`config.mk`:
```
export PLATFORM = sky130hd
export DESIGN_NAME = theta_plane_unit
export DESIGN_NICKNAME = d
export VERILOG_FILES = /design/src/rtl/theta_plane_unit.sv
export SDC_FILE = /design/constraint.sdc
export NUM_CORES = 2
export LEC_CHECK = 0
export BUFFER_PORTS_ARGS = -buffer_cell sky130_fd_sc_hd__buf_2
export CORE_ASPECT_RATIO = 1.5
export CORE_UTILIZATION = 40
export CTS_BUF_LIST = sky130_fd_sc_hd__clkbuf_4
export DETAILED_ROUTE_END_ITERATION = 8
export HOLD_SLACK_MARGIN = 0.1
export PLACE_DENSITY = 0.64
export SYNTH_ARGS = -nofsm -noshare
export SYNTH_HDL_FRONTEND = slang
export SYNTH_SLANG_ARGS = --single-unit
export TNS_END_PERCENT = 10
```
`constraint.sdc`:
```
create_clock -name clk -period 42.1 [get_ports clk]
set_clock_uncertainty 0.05 [all_clocks]
set_input_delay 6.315 -clock clk [delete_from_list [all_inputs] [get_ports clk]]
set_output_delay 6.315 -clock clk [all_outputs]
set_load 0.02 [all_outputs]
```
`src/rtl/theta_plane_unit.sv`:
```
// theta_plane_unit: folded Keccak theta step over a stream of five y-planes with per-block bypass
module theta_plane_unit #(
  parameter int LANE_SIZE = 64
) (
  input  logic                   clk,
  input  logic                   rst,
  input  logic                   in_valid,
  output logic                   in_ready,
  input  logic [5*LANE_SIZE-1:0] in_plane,
  input  logic                   in_bypass,
  output logic                   out_valid,
  input  logic                   out_ready,
  output logic [5*LANE_SIZE-1:0] out_plane,
  output logic [2:0]             out_y,
  output logic                   out_last
);
  localparam int L = LANE_SIZE;
  typedef enum logic {ACCUM, EMIT} state_t;
  state_t         state_q;
  logic [2:0]     cnt_q, cnt_d;
  logic [5*L-1:0] c_q, d;
  logic [5*L-1:0] buf_q [5];
  logic           byp_q, emit;
  for (genvar x = 0; x < 5; x++) begin : g_d
    logic [L-1:0] ca, cb;
    assign ca = c_q[((x+4)%5)*L +: L];
    assign cb = c_q[((x+1)%5)*L +: L];
    // the two shifts form a 1-bit rotate and collapse to identity when L == 1
    assign d[x*L +: L] = ca ^ (cb << 1) ^ (cb >> (L-1));
  end
  assign emit      = state_q == EMIT && !rst;
  assign cnt_d     = cnt_q == 3'd4 ? 3'd0 : cnt_q + 3'd1;
  assign in_ready  = state_q == ACCUM && !rst;
  assign out_valid = emit;
  assign out_y     = emit ? cnt_q : 3'd0;
  assign out_last  = out_y == 3'd4;
  assign out_plane = emit ? (byp_q ? buf_q[cnt_q] : buf_q[cnt_q] ^ d) : '0;
  always_ff @(posedge clk) begin
    if (rst) begin
      state_q <= ACCUM;
      cnt_q   <= 3'd0;
      c_q     <= '0;
      byp_q   <= 1'b0;
      for (int i = 0; i < 5; i++) buf_q[i] <= '0;
    end else if (in_ready && in_valid) begin
      buf_q[cnt_q] <= in_plane;
      c_q          <= cnt_q == 3'd0 ? in_plane : c_q ^ in_plane;
      byp_q        <= cnt_q == 3'd0 ? in_bypass : byp_q;
      cnt_q        <= cnt_d;
      state_q      <= cnt_q == 3'd4 ? EMIT : ACCUM;
    end else if (emit && out_ready) begin
      cnt_q   <= cnt_d;
      state_q <= cnt_q == 3'd4 ? ACCUM : EMIT;
    end
  end
endmodule

```
==> results.py <==
metrics = {
    "clocking": {
        "cts.htree.levels": 6,
        "cts_setup_buffers": 0,
        "clockBufferDepth": 4,
        "clock_latency_ps": 1500,
        "numCtsBuffers": 705,
        "cts-resized-gates": 0,
        "cts_hold_buf": 0,
        "numClockSinks": 2888,
        "cts_root_buf": "clkbuf_4",
        "clk_pin_slew_worst_paths_ps": 60,
        "cts_tree": "built",
    },
    "sta": {
        "fin_hold_ws_ps": 633.6,
        "setup_violations": 0,
        "slew_viol_final": 0,
        "relSlewSlack": 0.02474,
        "min_period_ps": 15990,
        "rsz0062_at_grt": "false",
        "max_freq_ghz": 0.06252,
        "report.final.hold_viol_count": 0,
        "tns_ps": 0,
        "fin_crit_sh": 0.3799,
        "worst_pin_slew_ps": 1463,
    },
    "outcome": {
        "status": "complete, no violations",
    },
    "power": {
        "peakVddDrop_uv": 22.29,
        "powerDensity_nw_per_um2": 42.51,
        "power_switching_share": 0.2712,
        "finalPower_mw": 6.302,
        "p_leak_nw": 50.92,
        "power_frac_clock": 0.376,
        "power_frac_seq": 0.518,
        "intPower_mw": 4.593,
        "switchingPower_mw": 1.709,
        "combPwrFrac": 0.106,
    },
    "synth": {
        "synth_top_area_frac": 0.5828,
        "synth.top_cells.by_area": "edfxtp_1 58%, mux2i_1 9.7%, and2_1 7.6%",
        "syn_inst": 9740,
        "mappedNetlistNets": 10067,
        "syn_area_sq_um": 131900,
        "seq_area_frac_synth": 0.6326,
        "yosysUniqueCellTypes": 36,
        "avgSynthCellArea_sq_um": 13.54,
        "ys_ff_latch": 2888,
        "yosys.area.top_type": "edfxtp_1",
        "synth_warnings": 0,
    },
    "global_routing": {
        "grt_start_max_net_pins": 185,
        "grt_pass1_vias": 88606,
        "antenna_found_initial": 146,
        "grt_remaining_overflow": 0,
        "grt_use_total": 0.3016,
        "grt_pass1_wl_mm": 698.7,
    },
    "setup_path": {
        "worstPathRequired_ps": 35740,
        "worst-path-max-fanout": 75,
        "start_kind": "primary input",
        "crit_path_top_delay_cell": "nand2b_4",
        "cp.arrival_ps": 9630,
        "end_kind": "primary output",
        "critical_path_class": "primary input to primary output",
        "crit_start": "rst",
        "crit_top_cell": "buf_4",
        "crit_chain": "buf_8 > nand2b_4 > buf_4 > buf_4 > buf_4 > a21oi_1 > buf_2",
        "critical_path.max_stage_delay_ps": 680,
        "r2r-start": "cnt_q[0]",
    },
    "cells_and_area": {
        "syn_to_final_growth_pct": 12.40,
        "fin_nets": 10893,
        "final_cell_mix": "2,560 x edfxtp_1, 1,601 x and2_1, 1,282 x mux2i_1",
        "drive_above_1_share": 0.1767,
        "mostFrequentLayoutCell": "edfxtp_1",
    },
    "die": {
        "fp.dieArea_sq_um": 332100,
        "initial_core_util": 0.4029,
        "pin_count": 651,
        "die_w_um": 470.9,
        "core_area_sq_um": 327300,
        "rows": 257,
        "die-height_um": 705.3,
    },
    "route": {
        "drt_iter0_markers": 8847,
        "first_pass_iters": 8,
        "wl_per_cell_um": 33.43,
        "drcViolationCount": 0,
        "wl_mm": 517.2,
        "ant_nets": 0,
        "routed_via_density": 5.760,
        "vias": 89105,
    },
    "place": {
        "hpwl_mm": 335.5,
        "globalplace.congestion": 0.9018,
        "portBuffers": 650,
    },
    "hold_path": {
        "hold_class": "flop to flop",
        "hp-start": "cnt_q[0]",
    },
    "flow_run": {
        "maxCapViolations": 0,
    },
}
-- cells in the mapped netlist --
master / number
edfxtp_1: 2560
and2_1: 1603
mux2i_1: 1282
a22oi_1: 640
buf_2: 330
nor2_1: 330
dfxtp_1: 328
nand2_1: 326
a21oi_1: 324
a211o_1: 320
a21boi_0: 320
o211ai_1: 320
xnor2_1: 320
xor2_1: 320
clkbuf_1: 277
clkbuf_2: 58
buf_1: 33
buf_4: 13
nor2b_1: 5
or2_2: 5
and3_1: 3
buf_6: 3
inv_1: 3
nor3_1: 3
ha_1: 2
nand2b_1: 2
a21o_1: 1
a31oi_1: 1
nand3_1: 1
nand3b_1: 1
nor3_2: 1
nor3b_2: 1
nor3b_4: 1
nor4b_4: 1
o21ai_0: 1
or4b_4: 1
-- stage by stage --
| step | cell area (sq um) | instances | utilization | setup slack, ps |
|---|---|---|---|---|
| after CTS | 148000 | 15370 | 0.4521 | 26100 |
| after global placement | 139100 | 14132 | 0.4249 | 26310 |
| after detailed placement | 139100 | 14132 | 0.4249 | 26110 |
| final | 148200 | 15470 | 0.4529 | 26110 |
| after global routing | 148100 | 15405 | 0.4524 | 25870 |
| after floorplan | 131900 | 9740 | - | 11940 |
-- worst max-delay path, delay by kind of cell --
family | cells | cell delay (ps)
and+or+nand+nor | 1 | 680
AOI/OAI and AO/OA | 1 | 160
buffers and inverters | 5 | 2230
-- power by group through the flow --
stage | logic, mW | clock network, mW | registers, mW
floorplan | 0.348 | 0 | 3.31
global placement | 0.658 | 0 | 3.32
detailed placement | 0.660 | 0 | 3.33
CTS | 0.663 | 2.41 | 3.27
global route | 0.683 | 2.53 | 3.27
finish | 0.666 | 2.37 | 3.27
-- cell type report --
type / instances / area [sq um]
clock buffer: 1022 / 7672
inverter: 3 / 11.26
multi-input combinational: 6135 / 45390
sequential: 2888 / 83450
timing repair buffer: 833 / 4875
antenna: 100 / 250.2
fill: 29761 / 179100
tap: 4273 / 5346
clock inverter: 216 / 1246
-- worst paths after layout --
check	endpoint	slack, ps	cells after the start
hold reg to reg	flop	630	2
setup reg to reg	buf_q[0][144]	35780	7
setup / recovery	out_plane[40]	26110	7
hold / removal	flop	630	2
-- registers in the layout (all words and copies together) (netlist names), named ones only --
name     cells
state_q      1
byp_q        1
cnt_q        3
c_q        320
buf_q     2560
-- logic make-up (layout without fill, tap and decap cells) --
group                      Yosys count  count (layout)  synth area share
muxes                             1282            1282           0.09729
and+or+nand+nor                   2284            2284           0.09622
AOI/OAI and AO/OA                 1927            1927            0.1065
adders and majority gates            2               2         0.0001897
xor gates and xnor gates           640             640           0.04250
other                                0             100                 0
DFF                               2888            2888            0.6326
buffers and inverters              717            2074           0.02463
-- routing by layer --
layer | share of wire | wire length (um) | track usage
met5 | 0.00098 | 508 | 0
met4 | 0.11 | 54860 | 0.2857
met3 | 0.079 | 40660 | 0.06531
met2 | 0.49 | 252300 | 0.5042
met1 | 0.33 | 168900 | 0.3133
No activity file was read; power rests on OpenSTA's default activity.
